<file path="config.mk">
export PLATFORM = sky130hd
export DESIGN_NAME = keypad_scanner
export DESIGN_NICKNAME = d
export VERILOG_FILES = /design/src/rtl/keypad_scanner.sv
export SDC_FILE = /design/constraint.sdc
export NUM_CORES = 1
export LEC_CHECK = 0
export CORE_MARGIN = 2
export CORE_UTILIZATION = 40
export CTS_CLUSTER_SIZE = 8
export DETAILED_ROUTE_END_ITERATION = 7
export SYNTH_ARGS = -nofsm -noshare
export SYNTH_HDL_FRONTEND = slang
export SYNTH_SLANG_ARGS = --single-unit
</file>
<file path="constraint.sdc">
create_clock -name clk -period 2.2 [get_ports clk]
set_input_delay 0.55 -clock clk [delete_from_list [all_inputs] [get_ports clk]]
set_output_delay 0.55 -clock clk [all_outputs]
set_load 0.1 [all_outputs]
</file>
<file path="src/rtl/keypad_scanner.sv">
// Matrix keypad scanner: walks active-low columns, debounces press and release,
// and reports one strobe per accepted key with held-level and multi-row flags.
module keypad_scanner #(
   parameter int ROWS            = 4,
   parameter int COLS            = 4,
   parameter int CODE_W          = 4,
   parameter int SCAN_DIV        = 16,
   parameter int DEBOUNCE_CYCLES = 1000
) (
   input  logic              clk,
   input  logic              reset,
   input  logic [ROWS-1:0]   row_in,
   output logic [COLS-1:0]   col_out,
   output logic [CODE_W-1:0] key_code,
   output logic              key_valid,
   output logic              key_down,
   output logic              multi_key
);
   // state      | meaning
   // SCAN       | rotate columns, sample rows at end of each dwell
   // PRESS_DB   | column frozen, waiting for row_pat to stay stable
   // HELD       | key accepted, waiting for all rows to go high
   // RELEASE_DB | waiting for all rows to stay high

   localparam int CIW = $clog2(COLS);
   localparam int RIW = $clog2(ROWS);
   localparam int DWW = $clog2(SCAN_DIV);
   localparam int DBW = $clog2(DEBOUNCE_CYCLES);
   localparam int LCW = $clog2(ROWS + 1);
   localparam logic [DWW-1:0] DW_LAST  = DWW'(SCAN_DIV - 1);
   localparam logic [DBW-1:0] DB_LAST  = DBW'(DEBOUNCE_CYCLES - 1);
   localparam logic [CIW-1:0] COL_LAST = CIW'(COLS - 1);

   typedef enum logic [1:0] {SCAN, PRESS_DB, HELD, RELEASE_DB} state_t;
   state_t state, state_nxt;

   logic [ROWS-1:0] rs_meta, rs, row_pat;
   logic [DWW-1:0]  dwell;
   logic [DBW-1:0]  db_cnt;
   logic [CIW-1:0]  col_idx;
   logic [RIW-1:0]  row_idx, first_low;
   logic [LCW-1:0]  low_cnt;
   logic            rows_idle, rs_match, dwell_done, db_done;
   logic            accept, advance_col, capture;

   assign rows_idle  = (rs == '1);
   assign rs_match   = (rs == row_pat);
   assign dwell_done = (dwell == DW_LAST);
   assign db_done    = (db_cnt == DB_LAST);

   always_comb begin
      first_low = '0;
      for (int i = ROWS - 1; i >= 0; i--)
         if (!rs[i]) first_low = RIW'(i);
   end

   always_comb begin
      low_cnt = '0;
      for (int i = 0; i < ROWS; i++)
         if (!row_pat[i]) low_cnt = low_cnt + LCW'(1);
   end

   always_ff @(posedge clk or posedge reset) begin
      if (reset) state <= SCAN;
      else       state <= state_nxt;
   end

   always_comb begin
      state_nxt = state;
      case (state)
         SCAN:       if (dwell_done && !rows_idle) state_nxt = PRESS_DB;
         PRESS_DB:   if (!rs_match) state_nxt = SCAN;
                     else if (db_done) state_nxt = HELD;
         HELD:       if (rows_idle) state_nxt = RELEASE_DB;
         RELEASE_DB: if (!rows_idle) state_nxt = HELD;
                     else if (db_done) state_nxt = SCAN;
         default:    state_nxt = SCAN;
      endcase
   end

   assign accept      = (state == PRESS_DB) && rs_match && db_done;
   assign capture     = (state == SCAN) && dwell_done && !rows_idle;
   assign advance_col = ((state == SCAN) && dwell_done && rows_idle) ||
                        ((state == PRESS_DB) && !rs_match) ||
                        ((state == RELEASE_DB) && rows_idle && db_done);

   always_ff @(posedge clk or posedge reset) begin
      if (reset) begin
         rs_meta   <= '1;
         rs        <= '1;
         dwell     <= '0;
         db_cnt    <= '0;
         col_idx   <= '0;
         row_pat   <= '1;
         row_idx   <= '0;
         key_code  <= '0;
         key_valid <= 1'b0;
         multi_key <= 1'b0;
      end else begin
         rs_meta   <= row_in;
         rs        <= rs_meta;
         dwell     <= ((state == SCAN) && !dwell_done) ? dwell + DWW'(1) : '0;
         // counter restarts on every state change, so it never wraps
         if (state_nxt != state)
            db_cnt <= '0;
         else if ((state == PRESS_DB) || (state == RELEASE_DB))
            db_cnt <= db_cnt + DBW'(1);
         else
            db_cnt <= '0;
         if (advance_col)
            col_idx <= (col_idx == COL_LAST) ? '0 : col_idx + CIW'(1);
         if (capture) begin
            row_pat <= rs;
            row_idx <= first_low;
         end
         key_valid <= accept;
         if (accept) begin
            key_code  <= CODE_W'(col_idx) * CODE_W'(ROWS) + CODE_W'(row_idx);
            multi_key <= (low_cnt > LCW'(1));
         end
      end
   end

   always_comb begin
      col_out  = ~(COLS'(1) << col_idx);
      key_down = (state == HELD) || (state == RELEASE_DB);
   end
endmodule

</file>
# Yosys cells after proc, flatten, opt, wreduce, memory -nomap -nowiden
# Index checks and enable logic that the tools add are counted.
# W data, S select, Z words.
# word_totals
reg_bits,38
in_bits,6
out_inout_bits,11
wordCells,67
# classes
n_addsub,7
magnitude_cmp,1
n_eq_ne,9
n_shift,1
n_mux,19
bitwise_logic,1
reduce_logical,18
# op_table
op,count
$mux W2,11
$mux W10,2
$add A10 B1 Y10 const B,1
$eq A10 B10 Y1 const B,1
$logic_and A1 B1 Y1,10
$add A3 B1 Y3 const B,3
$mux W3,3
$eq A4 B4 Y1 const B,2
$pmux W2 S4,1
$eq A2 B2 Y1 const B,3
$add A4 B1 Y4 const B,1
$add A4 B2 Y4,1
$eq A4 B4 Y1,1
$logic_or A1 B1 Y1,4
$mux W4,1
$not A4 Y4,1
$shl A1 B2 Y4 const A,1
$gt A3 B1 Y1 const B,1
$logic_not A1 Y1,3
$add A2 B1 Y2 const B,1
$eq A2 B1 Y1 const B,1
$logic_not A2 Y1,1
$ne A2 B2 Y1,1
$mux W1,1

# Longest topological paths before layout
# depth
word_depth,8
depth_mapped,8
ltp_nobuf,8

# Least setup slack after synthesis
# No wires, ideal clock.
# synth_timing
kind,flip-flop to output port
from,reg state[1]
to,out key_down
arrival_ps,1546
t_required_ps,1650
path_slack_ps,104
path_stages_with_launch,3
n_path_buf,2
cell_sequence,dfrtp_1 > clkbuf_1 > clkbuf_1
# synth_between
elab_chain_cells,2
elab_cells_between_ends,3
cone_classes,2 x eq/ne; 1 x reduce/logical
# synth_rtl
item,line,rtl
"start, declared",35,"state_t state, state_nxt;"
"start signal, assigned",65,else state <= state_nxt;
$eq A2 B2 Y1,126,key_down = (state == HELD) || (state == RELEASE_DB);
$logic_or A1 B1 Y1 (*),126,
"end, declared",16,"output logic key_down,"
# Every way passes the cells marked *; elsewhere a longest branch is shown, timed or not.

# Final worst setup path
# layout_timing
from,reg rs[3]
to,reg key_code[2]
# layout_between
elab_chain_cells,3
# layout_rtl
item,line,rtl
"start, declared",37,"logic [ROWS-1:0] rs_meta, rs, row_pat;"
"start signal, assigned",101,rs <= rs_meta;
$eq A4 B4 Y1,47,assign rs_match = (rs == row_pat);
$logic_and A1 B1 Y1 (2 in a row),81,assign accept = (state == PRESS_DB) && rs_match && db_done;
"end signal, assigned",118,key_code <= CODE_W'(col_idx) * CODE_W'(ROWS) + CODE_W'(row_idx);
"end, declared",14,"output logic [CODE_W-1:0] key_code,"
# Every way passes these cells.
# A chain may end at the register's enable or synchronous reset.

==> out/metrics.yaml <==
drt:
  routed_wl_um: 3030
  ant_nets: 0
  post-route-drc-count: 0
  vias_per_cell: 5.16
  drt_pass1_iterations: 6
  drtIter0Drc: 37
  route.vias.total: 1202
  routedWlPerCell_um: 13.0
sta:
  setup_viol: 0
  finalCriticalPeriod_ps: 2040
  max_slew_margin: 0.664
  worstMarginPinSlew_ps: 500
  hold_viol: 0
  fmax_mhz: 490
  rsz0062_at_grt: "false"
  post-route-period-util: 0.928
  holdWs_ps: 357
  finClkSkew_ps: 5.82
  drv_slew: 0
  setup_tns_ps: 0
critical_path:
  worstPathArrival_ps: 2220
  end_kind: "flop"
  regToRegStartpoint: "rs[3]"
  cp_top_family: "simple AND/OR/NAND/NOR gates"
  reg2reg_to: "key_code[2]"
  criticalPathCategory: "flop to flop"
  cp.required_ps: 2380
  critPathMaxFanout: 6
  cp_num_buf_inv: 0
  critPathLaunchType: "flop"
  cp_slowest_cell: "dfstp_2"
  cpPeakStageDelay_ps: 580
  r2r_slack_ps: 160
  crit_chain: "xor2_1 > or4_4 > nor3_4 > mux2_2"
  ff2ff_path_depth: 4
  setup.worst_path.start: "rs[3]"
global_routing:
  grt.total_usage: 0.137
  grt_pass1_wl_um: 5390
  grt_pass1_vias: 1194
  grt_antenna_before_repair: 0
  grt_overflow: 0
  grt_max_degree: 39
clocking:
  clk_latency_ps: 290
  clk_pin_slew_ps: 70
  holdBufCountCts: 0
  cts_tree: "done"
  cts_made_buffers: 5
  root_buffer: "clkbuf_8"
  clockBufferDepth: 2
  cts_max_level: 2
  post_cts_buffers: 0
  post_cts_resized: 0
  clock_sinks: 38
logic_synthesis:
  async_flop_share: 1.00
  ys_seq_area_frac: 0.532
  ys_ff_latch: 38
  synth_area_um2: 1820
  syn_area_per_cell_um2: 11.4
  yosysUniqueCellTypes: 39
  ys.flop_type: "dfrtp_1"
  syn-num-nets: 174
  synth_edf_count: 0
  synth_warnings: 0
  netlist_instances: 159
power_and_ir_drop:
  worst_ir_drop_vdd_uv: 552
  power_uw: 2520
  p_leak_uw: 0.000949
  power.density_nw_per_um2: 1170
layout:
  fin_nets: 195
  area.growth.synth_to_final_pct: 18.9
  diodes: 0
  fin_util: 0.496
  multi_input_area_um2: 768
  layout.area.seq_um2: 966
  fillers: 395
  drive_gt1_frac: 0.276
floorplanning:
  die_w_um: 71.4
  die_h_um: 71.4
  start_util: 0.417
  die_area_um2: 5100
  coreArea_um2: 4350
  pin_count: 17
  rows: 24
worst_hold_path:
  min_path_cells: 0
  hold_path_class: "flop to flop"
  hold_start: "rs_meta[1]"
  hold_path_end: "rs[1]"
place:
  port-buffer-count: 16
  hpwlAfterDp_um: 2220
  gp_congestion: 0.930
job:
  drv_cap: 0
status:
  status: "complete, no violations"
worst max-delay path by stage:
stage	endpoint	slack, ps	cells after the start
global route	key_code[2]	90	4
global placement	key_code[1]	180	4
floorplan	key_down	100	2
finish	key_code[2]	160	4
detailed placement	key_code[2]	150	4
CTS	key_code[2]	140	4
state kept, by name, summed over array words and instances (netlist names):
register,flops
state,2
key_valid,1
col_idx,2
key_code,4
row_pat,4
db_cnt,10
rs_meta,4
rs,4
dwell,4
row_idx,2
multi_key,1
cell usage in the layout, fill, tap and decap left out, types with 2 or more instances in the layout:
master            n
inv_1            13
nor2_1            6
mux2_2            7
mux2i_1           2
xnor2_1           7
clkdlybuf4s50_1   5
and4_2            2
nand4_1           3
o21ai_0           3
buf_12            5
nor3b_1           2
clkbuf_8          6
ha_1              9
buf_4             9
xor2_1            9
nor3_1           13
dfrtp_1          26
nand2_1          11
nand3_1           5
dfstp_2          12
a21oi_1           4
area by class of cell:
type | instances | area share
Clock buffer | 6 | 0.0382
Clock inverter | 2 | 0.00521
Inverter | 13 | 0.0226
Multi-Input combinational cell | 103 | 0.356
Sequential cell | 38 | 0.447
Tap cell | 52 | 0.0301
Timing Repair Buffer | 19 | 0.101
worst reg2reg max path: stages, from the launching register on:
cell and delay [ps]:
dfstp_2 580, xor2_1 90, or4_4 580, nor3_4 310, mux2_2 370
through the flow:
stage	cell area, um^2	std cells	worst slack (ps)
2_1_floorplan	1820	159	104
3_3_place_gp	2070	225	182
6_report	2160	233	158
5_1_grt	2160	233	89.9
3_5_place_dp	2070	225	148
4_1_cts	2160	233	141
layer usage:
| metal | up-vias | share of wire | GRT usage |
|---|---|---|---|
| li1 | 591 | - | - |
| met1 | 581 | 0.46 | 0.168 |
| met2 | 25 | 0.47 | 0.221 |
| met3 | 5 | 0.041 | 0.0380 |
| met4 | 0 | 0.020 | 0.0692 |
| met5 | - | 0 | 0 |
cell usage after synthesis (2+ instances only):
library cell  count  area [um^2]
inv_1            13         48.8
nand4_1           3         18.8
nor3b_1           2         15.0
dfrtp_1          26          651
mux2i_1           2         20.0
xor2_1            9         78.8
ha_1              9          113
dfstp_2          12          315
buf_6             2         22.5
a21oi_1           4         20.0
o21ai_0           3         15.0
mux2_2            7         78.8
xnor2_1           7         61.3
clkbuf_1          3         11.3
nand3_1           5         25.0
nor2_1            6         22.5
nand2_1          11         41.3
nor3_1           13         65.1
and4_2            2         20.0
cells by family after synthesis:
group	after synthesis	synth area share
buffers and inverters	18	0.0455
AND/OR/NAND/NOR	53	0.167
adder cells (fa/ha/maj)	9	0.0620
multiplexers	9	0.0544
XOR/XNOR	16	0.0771
AO/OA/AOI/OAI	16	0.0627
flip-flops	38	0.532
report_power, final:
part / switching (uW) / total (uW) / internal [uW]
combinational: 597 / 1030 / 436
clock: 240 / 492 / 252
sequential: 132 / 993 / 861
Power figures use the tool's default switching activity.
